File: src/rtl/ts_pkg.sv
// Shared MPEG-2 TS constants and FSM state encoding for the framer and sync recovery.
package ts_pkg;

    localparam logic [7:0]  TS_SYNC_BYTE  = 8'h47;
    localparam int          TS_PKT_LEN    = 188;
    localparam int          TS_HDR_LEN    = 4;
    localparam logic [12:0] TS_NULL_PID   = 13'h1FFF;
    localparam logic [7:0]  TS_STUFF_BYTE = 8'hFF;

    localparam logic [7:0]  TS_HDR_LAST = 8'(TS_HDR_LEN - 1);
    localparam logic [7:0]  TS_PKT_LAST = 8'(TS_PKT_LEN - 1);

    typedef logic [1:0] ts_state_t;

    localparam ts_state_t ST_IDLE    = 2'd0;
    localparam ts_state_t ST_HDR     = 2'd1;
    localparam ts_state_t ST_PAYLOAD = 2'd2;
    localparam ts_state_t ST_NULL    = 2'd3;

endpackage

File: src/rtl/ts_packet_framer_if.sv
// Payload-in / TS-byte-out bundle for the packet framer.
interface ts_packet_framer_if;

    logic [7:0] in_data;
    logic       in_valid;
    logic       in_sop;
    logic       in_ready;
    logic       out_ready;
    logic [7:0] byte_out;
    logic       valid;
    logic       sync;

    modport master (
        output in_data, in_valid, in_sop, out_ready,
        input  in_ready, byte_out, valid, sync
    );

    modport slave (
        input  in_data, in_valid, in_sop, out_ready,
        output in_ready, byte_out, valid, sync
    );

endinterface

File: src/rtl/ts_header_gen.sv
// Selects the TS header byte for byte position cnt_i; beyond the header it yields stuffing.
module ts_header_gen
    import ts_pkg::*;
(
    input  logic [7:0]  cnt_i,
    input  logic [12:0] pid_i,
    input  logic        pusi_i,
    input  logic [3:0]  cc_i,
    input  logic        null_i,
    output logic [7:0]  byte_o
);

    logic [12:0] pid;
    logic        pusi;
    logic [3:0]  cc;

    // Null packets force PID 0x1FFF, PUSI=0 and CC=0.
    assign pid  = null_i ? TS_NULL_PID : pid_i;
    assign pusi = pusi_i & ~null_i;
    assign cc   = null_i ? 4'd0 : cc_i;

    always_comb begin
        byte_o = TS_STUFF_BYTE;
        unique case (1'b1)
            (cnt_i == 8'd0): byte_o = TS_SYNC_BYTE;
            (cnt_i == 8'd1): byte_o = {1'b0, pusi, 1'b0, pid[12:8]};
            (cnt_i == 8'd2): byte_o = pid[7:0];
            (cnt_i == 8'd3): byte_o = {2'b00, 2'b01, cc};
            default:         byte_o = TS_STUFF_BYTE;
        endcase
    end

endmodule

File: src/rtl/ts_packet_framer.sv
// Packs a payload byte stream into 188-byte TS packets with a single PID.
// Define TS_NULL_STUFF_EN to emit null packets whenever no payload is pending at packet start.
module ts_packet_framer
    import ts_pkg::*;
#(
    parameter logic [12:0] PID = 13'h0100
)
(
    input  logic               clk,
    input  logic               rst,
    ts_packet_framer_if.slave  bus
);

    ts_state_t  state_q, state_d;
    logic [7:0] cnt_q, cnt_d;
    logic [3:0] cc_q, cc_d;
    logic       pusi_q, pusi_d;
    logic [7:0] byte_q, byte_d;
    logic       valid_q, valid_d;
    logic       sync_q, sync_d;
    logic [7:0] hdr_byte;
    logic       is_null;

`ifdef TS_NULL_STUFF_EN
    assign is_null = (state_q == ST_NULL);
`else
    assign is_null = 1'b0;
`endif

    ts_header_gen u_hdr (
        .cnt_i  (cnt_q),
        .pid_i  (PID),
        .pusi_i (pusi_q),
        .cc_i   (cc_q),
        .null_i (is_null),
        .byte_o (hdr_byte)
    );

    assign bus.in_ready = bus.out_ready && (state_q == ST_PAYLOAD);
    assign bus.byte_out = byte_q;
    assign bus.valid    = valid_q;
    assign bus.sync     = sync_q;

    always_comb begin
        state_d = state_q;
        cnt_d   = cnt_q;
        cc_d    = cc_q;
        pusi_d  = pusi_q;
        byte_d  = byte_q;
        valid_d = valid_q;
        sync_d  = sync_q;
        if (bus.out_ready) begin
            unique case (1'b1)
                (state_q == ST_IDLE): begin
                    valid_d = 1'b0;
                    sync_d  = 1'b0;
                    // The head payload byte is only peeked here; it is consumed in PAYLOAD.
                    if (bus.in_valid) begin
                        pusi_d  = bus.in_sop;
                        byte_d  = TS_SYNC_BYTE;
                        valid_d = 1'b1;
                        sync_d  = 1'b1;
                        state_d = ST_HDR;
                        cnt_d   = 8'd1;
                    end
`ifdef TS_NULL_STUFF_EN
                    else begin
                        byte_d  = TS_SYNC_BYTE;
                        valid_d = 1'b1;
                        sync_d  = 1'b1;
                        state_d = ST_NULL;
                        cnt_d   = 8'd1;
                    end
`endif
                end
                (state_q == ST_HDR): begin
                    byte_d  = hdr_byte;
                    valid_d = 1'b1;
                    sync_d  = 1'b0;
                    cnt_d   = cnt_q + 8'd1;
                    if (cnt_q == TS_HDR_LAST) state_d = ST_PAYLOAD;
                end
                (state_q == ST_PAYLOAD): begin
                    sync_d  = 1'b0;
                    valid_d = bus.in_valid;
                    if (bus.in_valid) begin
                        byte_d = bus.in_data;
                        if (cnt_q == TS_PKT_LAST) begin
                            cnt_d   = 8'd0;
                            cc_d    = cc_q + 4'd1;
                            state_d = ST_IDLE;
                        end else begin
                            cnt_d = cnt_q + 8'd1;
                        end
                    end
                end
`ifdef TS_NULL_STUFF_EN
                (state_q == ST_NULL): begin
                    byte_d  = hdr_byte;
                    valid_d = 1'b1;
                    sync_d  = 1'b0;
                    if (cnt_q == TS_PKT_LAST) begin
                        cnt_d   = 8'd0;
                        state_d = ST_IDLE;
                    end else begin
                        cnt_d = cnt_q + 8'd1;
                    end
                end
`endif
                default: begin
                    state_d = ST_IDLE;
                    cnt_d   = 8'd0;
                    valid_d = 1'b0;
                    sync_d  = 1'b0;
                end
            endcase
        end
    end

    always_ff @(posedge clk) begin
        if (rst) begin
            state_q <= ST_IDLE;
            cnt_q   <= 8'd0;
            cc_q    <= 4'd0;
            pusi_q  <= 1'b0;
            byte_q  <= 8'd0;
            valid_q <= 1'b0;
            sync_q  <= 1'b0;
        end else begin
            state_q <= state_d;
            cnt_q   <= cnt_d;
            cc_q    <= cc_d;
            pusi_q  <= pusi_d;
            byte_q  <= byte_d;
            valid_q <= valid_d;
            sync_q  <= sync_d;
        end
    end

endmodule

File: src/flat_wrapper.sv
// flat-port wrapper written by rule: the top's interface ports become plain ports
module ts_packet_framer_flat import ts_pkg::*;
#(
    parameter logic [12:0] PID = 13'h0100
)
  (clk, rst, bus_in_data, bus_in_valid, bus_in_sop, bus_out_ready, bus_in_ready, bus_byte_out, bus_valid, bus_sync);
  ts_packet_framer_if bus_i ();
  input  logic clk;
  input  logic rst;
  input wire logic [$bits(bus_i.in_data)-1:0] bus_in_data;
  input wire logic [$bits(bus_i.in_valid)-1:0] bus_in_valid;
  input wire logic [$bits(bus_i.in_sop)-1:0] bus_in_sop;
  input wire logic [$bits(bus_i.out_ready)-1:0] bus_out_ready;
  output wire logic [$bits(bus_i.in_ready)-1:0] bus_in_ready;
  output wire logic [$bits(bus_i.byte_out)-1:0] bus_byte_out;
  output wire logic [$bits(bus_i.valid)-1:0] bus_valid;
  output wire logic [$bits(bus_i.sync)-1:0] bus_sync;
  assign bus_i.in_data = bus_in_data;
  assign bus_i.in_valid = bus_in_valid;
  assign bus_i.in_sop = bus_in_sop;
  assign bus_i.out_ready = bus_out_ready;
  assign bus_in_ready = bus_i.in_ready;
  assign bus_byte_out = bus_i.byte_out;
  assign bus_valid = bus_i.valid;
  assign bus_sync = bus_i.sync;
  ts_packet_framer #(.PID(PID)) u_core (.clk(clk), .rst(rst), .bus(bus_i));
endmodule
File: config.mk
export PLATFORM = sky130hd
export DESIGN_NAME = ts_packet_framer_flat
export DESIGN_NICKNAME = d
export VERILOG_FILES = /design/src/rtl/ts_pkg.sv /design/src/rtl/ts_packet_framer_if.sv /design/src/rtl/ts_header_gen.sv /design/src/rtl/ts_packet_framer.sv /design/src/flat_wrapper.sv
export SDC_FILE = /design/constraint.sdc
export NUM_CORES = 1
export LEC_CHECK = 0
export CAP_MARGIN = 30
export CORE_MARGIN = 2
export CORE_UTILIZATION = 53
export CTS_CLUSTER_DIAMETER = 80
export DETAILED_ROUTE_END_ITERATION = 8
export HOLD_SLACK_MARGIN = 0.06
export PLACE_DENSITY = 0.77
export SYNTH_ARGS = -nofsm -noshare
export SYNTH_HDL_FRONTEND = slang
export SYNTH_HIERARCHICAL = 1
export SYNTH_SLANG_ARGS = --single-unit
File: constraint.sdc
create_clock -name clk -period 2.5 [get_ports clk]
set_input_delay 0.5 -clock clk [delete_from_list [all_inputs] [get_ports clk]]
set_output_delay 0.5 -clock clk [all_outputs]
set_load 0.03 [all_outputs]
* Yosys cells after proc, flatten, opt, wreduce, memory -nomap -nowiden
Index checks and enable logic that the tools add are counted. Widths: inputs -> output; s select.
Cells by class: add/sub/neg operators 2, equality and inequality tests 10, multiplexer cells 16, reductions and logical operators 9
Operator list (number):
- $pmux 8 s3 | 2
- $mux 8 | 5
- $pmux 8 s4 | 1
- $eq 8x2->1 const B | 2
- $add 8x1->8 const B | 1
- $eq 8x1->1 const B | 1
- $eq 8x8->1 const B | 1
- $logic_not 8->1 | 1
- $mux 2 | 4
- $ne 2x2->1 const B | 4
- $reduce_and 4->1 | 2
- $pmux 2 s3 | 1
- $reduce_and 3->1 | 2
- $reduce_and 5->1 | 1
- $add 4x1->4 const B | 1
- $pmux 1 s3 | 1
- $reduce_bool 3->1 | 1
- $eq 2x1->1 const B | 1
- $eq 2x2->1 const B | 1
- $logic_not 2->1 | 1
- $mux 1 | 2
- $logic_and 1x1->1 | 1
Storage, ports and cells: bits in registers 25, input port bits 13, output and inout port bits 11, word-level logic and storage cells 44

* Depth between registers and ports, before layout
Gate-level depths: netlist (run 1).
depth after elaboration 4, mapped depth 8

* By module
The synthesis (run 1) kept the hierarchy.
Modules (own cells, without submodules):
- ts_packet_framer | instances 1, cells each 157, area each 1357.6 µm²
- ts_header_gen | instances 1, cells each 36, area each 245.2 µm²

* Worst setup path before layout (run 1)
No wires, ideal clock.
path type register -> register, from reg u_core.cnt_q[0], to reg u_core.state_q[1], arrival time 1.649 ns, data required time 2.385 ns, setup slack 0.736 ns, cell stages (with the launch flop) 6, buffers on the path 0, period minus slack after synthesis 1.764 ns, cells stage by stage dfxtp_1 ha_1 nand4_1 o21a_4 o31ai_4 o21ba_1
Between the ends: word-level cells in the longest chain between the ends 3, elaborated cells on any way between the ends 5, classes of those cells 4 x eq/ne; 1 x reduce/logical
RTL lines:
- from (decl) | RTL line ts_packet_framer.sv:15 | logic [7:0] cnt_q, cnt_d;
- from (signal assigned) | RTL line ts_packet_framer.sv:131 | cnt_q <= cnt_d;
- $eq 8x2->1 / $eq 8x8->1 (equally long branches) | RTL line ts_packet_framer.sv:81, ts_packet_framer.sv:88
- $ne 2x2->1 (no line)
- $reduce_and 5->1 (no line) (*)
- to (signal assigned) | RTL line ts_packet_framer.sv:130 | state_q <= state_d;
- to (decl) | RTL line ts_packet_framer.sv:14 | ts_state_t state_q, state_d;
Mark *: on every way between the ends. The rest lies on a longest branch, timed or not. A chain may end at the register's enable or synchronous reset.

* Worst setup path in the final report (run 1)
from reg u_core.state_q[0], to out bus_in_ready
Between the ends: word-level cells in the longest chain between the ends 2
RTL lines:
- $eq 2x2->1 | RTL line ts_packet_framer.sv:39 | assign bus.in_ready = bus.out_ready && (state_q == ST_PAYLOAD);
- $logic_and 1x1->1 | RTL line ts_packet_framer.sv:39
- to (decl) | RTL line flat_wrapper.sv:14 | output wire logic [$bits(bus_i.in_ready)-1:0] bus_in_ready;
Every way passes these cells.

==> run_results.csv, run 1 <==
group,metric,value,unit
global_routing,grt_max_degree,21,
synthesis,synth_compound_area_share,27.2,%
final_layout,nNetsFinal,252,
power_and_ir_drop,peakVddDrop,0.413,mV
worst_setup_path,arrival,1.85,ns
power_and_ir_drop,combPwrFrac,32.7,%
synthesis,synth-simple-area-share,23.3,%
final_layout,final-instance-count-excl-fill,262,
synthesis,synth_edf_count,0,
timing,rsz0062_at_grt,"no",
synthesis,yosys_warnings,6,
final_layout,stdcell_area,1940,sq um
timing,maxSlewViolCount,0,
hold_path,min_to,"u_core/bus.byte_out[3]$_SDFFE_PP0P_",
worst_setup_path,r2r_start,"u_core/state_q[0]$_SDFFE_PP0P_",
synthesis,netlist_area,1600,sq um
routing,route.vias.total,1554,
routing,wl_per_cell,15.0,microns
timing,slew_headroom,51.9,%
synthesis,yosys.area_share.xor_xnor,1.64,%
timing,max_freq,425,MHz
final_layout,antennaDiodeCount,0,
clocking,cts.htree.levels,1,
power_and_ir_drop,p_int,0.000612,W
synthesis,yosysUniqueCellTypes,48,
floorplan,core-area,2810,sq um
worst_setup_path,required,2.00,ns
floorplan,die_y,59.0,microns
clocking,cts_max_path_buffers,2,
synthesis,yosys.area.top_type,"dfxtp_1",
synthesis,ys_seq_area_share,31.2,%
timing,hold_violations,0,
timing,fin_crit_sh,94.2,%
clocking,clock_sinks,25,
routing,dr.pass1.iters,4,
clocking,path_clk_slew,0.15,ns
worst_setup_path,reg2reg_to,"u_core/bus.byte_out[1]$_SDFFE_PP0P_",
global_routing,antenna_found_initial,0,
routing,drt_iter0_drc,74,
synthesis,syn_inst,193,
worst_setup_path,crit_family,"buffers and inverters",
routing,ant_nets,0,
power_and_ir_drop,power_density,478,nW/um^2
floorplan,ios,24,
final_layout,area_growth_syn_to_layout,21.3,%
hold_path,whs_path_depth,2,
clocking,clock_latency,0.33,ns
final_layout,drive_above_1_share,11.3,%
timing,setup_viol,0,
power_and_ir_drop,p_seq_share,46.7,%
hold_path,min-delay-start,"u_core/bus.byte_out[3]$_SDFFE_PP0P_",
clocking,cts_resized,0,
synthesis,synth_seq_cells,25,
final_layout,final_core_util,69.3,%
global_routing,grt_pass1_wl,6.69,mm
power_and_ir_drop,switching_power,0.000317,W
worst_setup_path,end_kind,"primary output",
timing,hold_ws,0.477,ns
clocking,cts_tree,"yes",
clocking,cts-root-buf,"clkbuf_4",
placed_design,port_buffers,23,
placed_design,hpwlAfterDp,2.93,mm
synthesis,synthFlopType,"dfxtp_1",
power_and_ir_drop,clkPwrFrac,20.5,%
floorplan,row_count,19,
worst_setup_path,start_kind,"register",
synthesis,synth_fa_ha_area_share,5.46,%
synthesis,synth.area.mux_share,5.00,%
clocking,cts_buffers,3,
synthesis,synth_top_family_by_area,"compound AO/OA/AOI/OAI gates",
clocking,postCtsHoldBufs,0,
worst_setup_path,setup.worst_path.class,"reg2out",
worst_setup_path,slowest_delay,0.59,ns
global_routing,grt.overflow.total,0,
final_layout,n_fill_cell,239,
outcome,outcome,"complete, no violations",
worst_setup_path,r2r_slack,0.41,ns
placed_design,place_inst,258,
routing,wl,3.92,mm
power_and_ir_drop,p_leak,0.733,nW
placed_design,placed_area,1920,sq um
synthesis,syn_avg_cell_area,8.30,sq um
timing,skew,0.0127,ns
routing,drc,0,
routing,viasPerCell,5.93,
timing,worst_slew_pin_slew,0.721,ns
worst_setup_path,critPathBufInv,2,
hold_path,hp-class,"reg2reg",
worst_setup_path,path_max_fanout,5,
synthesis,synth_top_area_share,31.2,%
floorplan,die_w,59.0,microns
clocking,post_cts_buffers,0,
placed_design,gp_congestion,0.755,
global_routing,grtUsageTotal,24.6,%
worst_setup_path,path_cells,"inv_1 > ha_1 > and2_1 > clkdlybuf4s50_1",
synthesis,ys_async_sr_fraction,0,%
timing,setup_tns,0,ns
synthesis,synthTopCellsByArea,"dfxtp_1 31%, ha_1 5.5%, mux2i_1 5.0%, a21oi_1 4.7%, nand2_1 4.2%",
job,maxCapViolCount,0,
floorplan,initial_core_util,57.1,%
global_routing,grt_pass1_vias,1530,
worst_setup_path,r2r_cells,8,
worst_setup_path,cp_slowest_cell,"clkdlybuf4s50_1",
power_and_ir_drop,p_sw_share,34.1,%
timing,period_minus_slack,2.35,ns
floorplan,die_area,3480,sq um
## placed cells by master (no fill, tap or decap), drive strengths merged, types with 3 or more instances in the layout
cell type	synthesis	final
a221oi	3	3
nand3	6	6
a31oi	4	4
o211ai	4	4
o21ai	11	11
a21oi	15	15
mux2i	8	8
nor2	18	18
nor3	4	4
ha	7	7
clkbuf	3	3
a22oi	8	8
inv	9	9
nand2b	3	3
and2	3	3
or3b	6	6
nand4	3	3
buf	6	7
conb	2	15
dfxtp	25	25
o21a	3	3
clkdlybuf4s50	0	23
nand2	18	18
nor4	4	4
xnor2	3	3
## tightest hold or removal path: stages (launching register included)
cell     delay (ns)
dfxtp_1        0.34
nand2_1        0.05
a21oi_1        0.05
## sequential cells by signal (all words and copies together), names as in the netlist
| register | count |
|---|---|
| u_core/cnt_q | 8 |
| u_core/cc_q | 4 |
| u_core/bus.byte_out | 8 |
| u_core/bus.valid | 1 |
| u_core/pusi_q | 1 |
| u_core/state_q | 2 |
| u_core/bus.sync | 1 |
## kinds of logic (layout without fill, tap and decap cells)
family,Yosys count,after routing
AOI/OAI and AO/OA,60,60
muxes,8,8
and+or+nand+nor,70,70
other,2,15
xor gates and xnor gates,3,3
adders and majority gates,7,7
DFF,25,25
buffers and inverters,18,43
## power groups by stage
stage          Combinational [W]  Clock [W]  Sequential (W)
6_report                0.000304   0.000191        0.000435
5_1_grt                 0.000336   0.000211        0.000438
4_1_cts                 0.000302   0.000198        0.000435
3_5_place_dp            0.000301          0        0.000443
3_3_place_gp            0.000291          0        0.000442
2_1_floorplan           0.000174          0        0.000472
## synth_stat cells (all sizes together), types with 2 or more instances
cell type	number
o21ba	2
conb	2
xnor2	3
a31oi	4
nor4	4
a221oi	3
dfxtp	25
clkbuf	3
o211ai	4
nand2b	3
and2b	2
buf	6
nor2b	2
and2	3
nor2	18
nand4	3
o21ai	11
nand3	6
nand2	18
mux2i	8
o21a	3
or3b	6
a211oi	2
ha	7
a22oi	8
a21oi	15
nor3	4
inv	9
## layout make-up
type / count / area (sq um) / share of cell area (%)
Inverter: 9 / 33.8 / 1.74
Sequential cell: 25 / 500 / 25.7
Clock buffer: 3 / 22.5 / 1.16
Timing Repair Buffer: 30 / 283 / 14.5
Tap cell: 31 / 38.8 / 1.99
Multi-Input combinational cell: 163 / 1060 / 54.6
Clock inverter: 1 / 5.00 / 0.257
## per-stage QoR
step | setup WS (ns) | power [W]
detailed placement | 0.218 | 0.000744
global placement | 0.250 | 0.000733
global route | 0.0343 | 0.000984
floorplan | 0.736 | 0.000647
finish | 0.146 | 0.000930
CTS | 0.129 | 0.000934
## layer usage
layer  GRT usage [%]  share of wire, %  wire [microns]  vias up
li1                -                 -               -      764
met1            32.1                45            1770      732
met2            42.4                49            1910       50
met3            2.40               4.8             188        8
met4            8.44               1.3              52        0
met5               0                 0               0        -
## worst max path at each step
stage / startpoint / end / slack (ns) / depth (start not counted)
2_1_floorplan: u_core/cnt_q[0]$_SDFFE_PP0P_ / u_core/state_q[1]$_SDFFE_PP0P_ / 0.74 / 5
3_3_place_gp: bus_out_ready / bus_in_ready / 0.25 / 3
3_5_place_dp: bus_out_ready / u_core/cnt_q[5]$_SDFFE_PP0P_ / 0.22 / 7
4_1_cts: u_core/state_q[0]$_SDFFE_PP0P_ / bus_in_ready / 0.13 / 4
5_1_grt: u_core/state_q[0]$_SDFFE_PP0P_ / bus_in_ready / 0.03 / 4
6_report: u_core/state_q[0]$_SDFFE_PP0P_ / bus_in_ready / 0.15 / 4
Note: power is estimated with default switching activity, not from simulation.
==> run 2, diff against run 1 <==
--- a/config.mk
+++ b/config.mk
@@ -7,11 +7,11 @@
 export LEC_CHECK = 0
 export CAP_MARGIN = 30
 export CORE_MARGIN = 2
-export CORE_UTILIZATION = 53
+export CORE_UTILIZATION = 33
 export CTS_CLUSTER_DIAMETER = 80
 export DETAILED_ROUTE_END_ITERATION = 8
 export HOLD_SLACK_MARGIN = 0.06
-export PLACE_DENSITY = 0.77
+export PLACE_DENSITY = 0.52
 export SYNTH_ARGS = -nofsm -noshare
 export SYNTH_HDL_FRONTEND = slang
 export SYNTH_HIERARCHICAL = 1
==> run_results.csv, run 2 (same netlist as run 1, synthesis figures left out) <==
group,metric,value,unit
job,maxCapViolCount,0,
final_layout,drive_above_1_share,12.0,%
timing,setup_viol,0,
worst_setup_path,crit_family,"buffers and inverters",
global_routing,grtUsageTotal,15.2,%
clocking,clock_sinks,25,
clocking,cts_max_path_buffers,2,
power_and_ir_drop,p_leak,0.748,nW
routing,drt_iter0_drc,58,
clocking,post_cts_buffers,0,
routing,drc,0,
placed_design,port_buffers,23,
routing,wl,3.88,mm
worst_setup_path,path_cells,"inv_1 > ha_1 > and2_1 > clkdlybuf4s50_1",
floorplan,die_area,5430,sq um
placed_design,hpwlAfterDp,2.88,mm
floorplan,row_count,25,
routing,route.vias.total,1464,
floorplan,core-area,4690,sq um
routing,wl_per_cell,13.5,microns
worst_setup_path,endpoint,"bus_in_ready",
worst_setup_path,reg2reg_to,"u_core/bus.byte_out[0]$_SDFFE_PP0P_",
worst_setup_path,arrival,1.77,ns
worst_setup_path,critPathBufInv,2,
worst_setup_path,cp_slowest_cell,"clkdlybuf4s50_1",
floorplan,die_y,73.7,microns
timing,hold_violations,0,
timing,max_freq,441,MHz
power_and_ir_drop,fin_total_pwr,0.000996,W
worst_setup_path,start_kind,"register",
final_layout,final_common_cell,"dfxtp_1",
worst_setup_path,end_kind,"primary output",
routing,viasPerCell,5.10,
worst_setup_path,setup.worst_path.class,"reg2out",
clocking,cts_buffers,3,
clocking,cts_resized,0,
clocking,cts-root-buf,"clkbuf_8",
worst_setup_path,crit_cells,4,
timing,period_minus_slack,2.27,ns
worst_setup_path,slowest_delay,0.59,ns
timing,fin_crit_sh,90.7,%
clocking,clock_latency,0.27,ns
clocking,cts_tree,"yes",
worst_setup_path,path_max_fanout,5,
power_and_ir_drop,peakVddDrop,0.241,mV
worst_setup_path,required,2.00,ns
routing,dr.pass1.iters,4,
global_routing,antenna_found_initial,0,
global_routing,grt.overflow.total,0,
timing,setup_tns,0,ns
global_routing,grt_max_degree,20,
power_and_ir_drop,power_density,496,nW/um^2
timing,skew,0.00969,ns
timing,worst_slew_pin_slew,0.629,ns
global_routing,grt_pass1_vias,1345,
clocking,path_clk_slew,0.10,ns
worst_setup_path,r2r_cells,8,
routing,ant_nets,0,
final_layout,n_fill_cell,497,
floorplan,initial_core_util,34.2,%
worst_setup_path,r2r_start,"u_core/state_q[0]$_SDFFE_PP0P_",
timing,maxSlewViolCount,0,
global_routing,grt_pass1_wl,6.49,mm
floorplan,ios,24,
hold_path,hp-class,"reg2reg",
timing,rsz0062_at_grt,"no",
floorplan,die_w,73.7,microns
timing,slew_headroom,57.6,%
final_layout,nNetsFinal,254,
clocking,cts.htree.levels,1,
placed_design,gp_congestion,0.768,
timing,hold_ws,0.467,ns
outcome,outcome,"complete, no violations",
final_layout,layout_common_cells,"25 x dfxtp_1, 23 x clkdlybuf4s50_1, 18 x nand2_1, 18 x nor2_1",
final_layout,antennaDiodeCount,0,
clocking,postCtsHoldBufs,0,
final_layout,area_growth_syn_to_layout,25.4,%
worst_setup_path,startpoint,"u_core/state_q[0]$_SDFFE_PP0P_",
final_layout,final_core_util,42.8,%
worst_setup_path,r2r_slack,0.44,ns
==> run 2: changes by cell type in the layout (fill, tap and decap cells not counted), sizes merged <==
cell / previous run / this run
buf: 7 / 9
clkinv: 1 / 0
clkinvlp: 0 / 1
==> run 2: layer usage <==
layer / track usage, % / wire length (microns) / vias to the layer above
met5: 0 / 0 / -
met3: 2.19 / 76 / 2
li1: - / - / 775
met4: 3.84 / 27 / 0
met1: 21.7 / 2060 / 670
met2: 23.8 / 1720 / 17
==> run 2: worst min path at each step <==
| stage | startpoint | end | slack (ns) | cells past startpoint |
|---|---|---|---|---|
| after floorplan | u_core/pusi_q$_SDFFE_PP0P_ | u_core/pusi_q$_SDFFE_PP0P_ | 0.46 | 2 |
| after global placement | u_core/bus.byte_out[7]$_SDFFE_PP0P_ | u_core/bus.byte_out[7]$_SDFFE_PP0P_ | 0.45 | 2 |
| after detailed placement | u_core/bus.byte_out[7]$_SDFFE_PP0P_ | u_core/bus.byte_out[7]$_SDFFE_PP0P_ | 0.45 | 2 |
| after CTS | u_core/bus.byte_out[7]$_SDFFE_PP0P_ | u_core/bus.byte_out[7]$_SDFFE_PP0P_ | 0.47 | 2 |
| after global routing | u_core/bus.byte_out[7]$_SDFFE_PP0P_ | u_core/bus.byte_out[7]$_SDFFE_PP0P_ | 0.50 | 2 |
| final | u_core/bus.byte_out[3]$_SDFFE_PP0P_ | u_core/bus.byte_out[3]$_SDFFE_PP0P_ | 0.47 | 2 |
==> run 2: per-stage QoR <==
step	cell area [sq um]	cells	setup WS, ns
floorplan	1650	206	0.736
global placement	1960	283	0.252
detailed placement	1960	283	0.253
CTS	2010	287	0.216
global route	2010	287	0.140
finish	2010	287	0.234
==> run 2: cell type report <==
type	count	area (sq um)	share of cell area, %
clock buffers	3	41.3	2.05
clock inverters	1	7.51	0.374
inverters	9	33.8	1.68
multi-input cells	163	1060	52.8
flip-flops and latches	25	500	24.9
well taps	54	67.6	3.36
repair buffers	32	298	14.8
==> run 2: worst reg2reg max path, delay by kind of cell (launching register included) <==
kind,cells,cell delay [ns]
AO/OA/AOI/OAI,1,0.50
adder cells (fa/ha/maj),1,0.19
buffers and inverters,3,0.60
flip-flops,1,0.36
multiplexers,1,0.19
AND/OR/NAND/NOR,2,0.10
==> run 2: power breakdown <==
| group | leakage, nW | total (W) | internal [W] | switching [W] |
|---|---|---|---|---|
| combinational | 0.523 | 0.000308 | 0.000136 | 0.000172 |
| sequential | 0.203 | 0.000433 | 0.000420 | 0.0000133 |
| clock | 0.0217 | 0.000255 | 0.000113 | 0.000142 |
==> run 3, diff against run 2 <==
--- a/config.mk
+++ b/config.mk
@@ -10,6 +10,7 @@
 export CORE_UTILIZATION = 33
 export CTS_CLUSTER_DIAMETER = 80
 export DETAILED_ROUTE_END_ITERATION = 8
+export GPL_TIMING_DRIVEN = 0
 export HOLD_SLACK_MARGIN = 0.06
 export PLACE_DENSITY = 0.52
 export SYNTH_ARGS = -nofsm -noshare
==> run_results.csv, run 3 (same netlist as run 1, synthesis figures left out) <==
group,metric,value,unit
global_routing,grt.overflow.total,0,
power_and_ir_drop,switching_power,0.000333,W
routing,wl,3.97,mm
power_and_ir_drop,power_density,497,nW/um^2
final_layout,nNetsFinal,254,
timing,rsz0062_at_grt,"no",
worst_setup_path,path_max_fanout,10,
final_layout,area_growth_syn_to_layout,24.4,%
final_layout,n_fill_cell,510,
clocking,post_cts_buffers,0,
timing,setup_tns,0,ns
worst_setup_path,required,2.00,ns
worst_setup_path,path_cells,"inv_1 > ha_1 > buf_2 > and2_1 > dlygate4sd2_1",
worst_setup_path,start_kind,"register",
timing,setup_viol,0,
worst_setup_path,end_kind,"primary output",
hold_path,min-delay-start,"u_core/bus.byte_out[5]$_SDFFE_PP0P_",
routing,drc,0,
worst_setup_path,startpoint,"u_core/state_q[0]$_SDFFE_PP0P_",
final_layout,drive_above_1_share,10.7,%
clocking,cts-root-buf,"clkbuf_8",
power_and_ir_drop,peakVddDrop,0.271,mV
routing,viasPerCell,5.05,
floorplan,initial_core_util,34.2,%
clocking,cts_max_path_buffers,2,
placed_design,hpwlAfterDp,2.85,mm
worst_setup_path,slowest_delay,0.40,ns
timing,max_freq,430,MHz
floorplan,row_count,25,
final_layout,final_common_cell,"dfxtp_1",
floorplan,die_w,73.7,microns
final_layout,layout_common_cells,"25 x dfxtp_1, 22 x clkdlybuf4s50_1, 18 x nand2_1, 18 x nor2_1",
global_routing,grtUsageTotal,15.5,%
power_and_ir_drop,p_int,0.000658,W
clocking,cts.htree.levels,1,
outcome,outcome,"complete, no violations",
hold_path,hp-class,"reg2reg",
power_and_ir_drop,p_leak,0.744,nW
clocking,path_clk_slew,0.10,ns
timing,worst_slew_pin_slew,0.571,ns
clocking,clock_latency,0.28,ns
global_routing,antenna_found_initial,0,
timing,period_minus_slack,2.33,ns
power_and_ir_drop,p_seq_share,44.6,%
worst_setup_path,crit_family,"buffers and inverters",
timing,setup_ws,0.173,ns
worst_setup_path,r2r_start,"u_core/cnt_q[0]$_SDFFE_PP0P_",
routing,drt_iter0_drc,90,
clocking,postCtsHoldBufs,0,
routing,ant_nets,0,
final_layout,antennaDiodeCount,0,
placed_design,preCtsSetupSlack,0.0540,ns
floorplan,ios,24,
floorplan,core-area,4690,sq um
timing,hold_violations,0,
job,maxCapViolCount,0,
timing,slew_headroom,61.8,%
clocking,cts_buffers,3,
worst_setup_path,arrival,1.83,ns
worst_setup_path,critPathBufInv,3,
floorplan,die_area,5430,sq um
global_routing,grt_max_degree,15,
global_routing,grt_pass1_wl,6.51,mm
floorplan,die_y,73.7,microns
placed_design,gp_congestion,0.768,
routing,wl_per_cell,13.8,microns
routing,dr.pass1.iters,6,
timing,maxSlewViolCount,0,
power_and_ir_drop,clkPwrFrac,26.0,%
worst_setup_path,cp_slowest_cell,"dlygate4sd2_1",
clocking,cts_tree,"yes",
power_and_ir_drop,combPwrFrac,29.4,%
power_and_ir_drop,p_sw_share,33.6,%
timing,fin_crit_sh,93.1,%
placed_design,port_buffers,23,
routing,route.vias.total,1448,
global_routing,grt_pass1_vias,1344,
worst_setup_path,setup.worst_path.class,"reg2out",
clocking,clock_sinks,25,
timing,skew,0.00798,ns
run 3: changes by cell type in the layout (fill, tap and decap cells not counted):
cell	change
buf_6	+2
clkbuf_1	+3
buf_4	-8
buf_2	+3
clkdlybuf4s50_1	-1
clkinvlp_4	-1
clkinv_2	+1
dlygate4sd2_1	+1
run 3: power by group through the flow:
stage | combinational, W | clock (W) | sequential [W]
after global placement | 0.000292 | 0 | 0.000450
after CTS | 0.000292 | 0.000268 | 0.000442
after global routing | 0.000321 | 0.000281 | 0.000445
final | 0.000292 | 0.000258 | 0.000441
after detailed placement | 0.000291 | 0 | 0.000451
after floorplan | 0.000174 | 0 | 0.000472
run 3: tightest hold or removal path: stages, from the launching register on:
cell and delay [ns]:
dfxtp_1 0.32, nand2_1 0.05, a21oi_1 0.06
run 3: worst paths after layout:
kind / endpoint / slack (ns) / depth (start not counted)
worst min-delay path: u_core/bus.byte_out[5]$_SDFFE_PP0P_ / 0.47 / 2
worst min register to register: u_core/bus.byte_out[5]$_SDFFE_PP0P_ / 0.47 / 2
worst max register to register: u_core/state_q[1]$_SDFFE_PP0P_ / 0.32 / 5
worst max-delay path: bus_in_ready / 0.17 / 5
run 3: what timing repair did:
item                                   4_1_cts  5_1_grt
resized for setup                            1        0
endpoints found under the hold margin        0        0
setup endpoints to repair                    1        0
run 3: routing by layer:
layer / up-vias / track usage, % / share of wire, %
li1: 763 / - / -
met1: 658 / 23.0 / 55
met2: 23 / 22.5 / 42
met3: 4 / 2.61 / 2.4
met4: 0 / 4.85 / 1.1
met5: - / 0 / 0
run 3: layout make-up:
type / count / area, sq um / share of cell area, %
multi-input combinational: 163 / 1060 / 53.2
sequential: 25 / 500 / 25.1
timing repair buffer: 23 / 229 / 11.5
tap: 54 / 67.6 / 3.39
buffer: 9 / 56.3 / 2.82
clock buffer: 3 / 41.3 / 2.07
inverter: 9 / 33.8 / 1.69
clock inverter: 1 / 5.00 / 0.251
run 3: stage by stage:
stage	cells	hold WS, ns	area [sq um]	util, %	power [W]
after floorplan	206	0.457	1650	-	0.000647
after global placement	283	0.453	1950	41.5	0.000742
after detailed placement	283	0.451	1950	41.5	0.000742
after CTS	287	0.469	1990	42.5	0.00100
after global routing	287	0.488	1990	42.5	0.00105
final	287	0.467	1990	42.5	0.000991
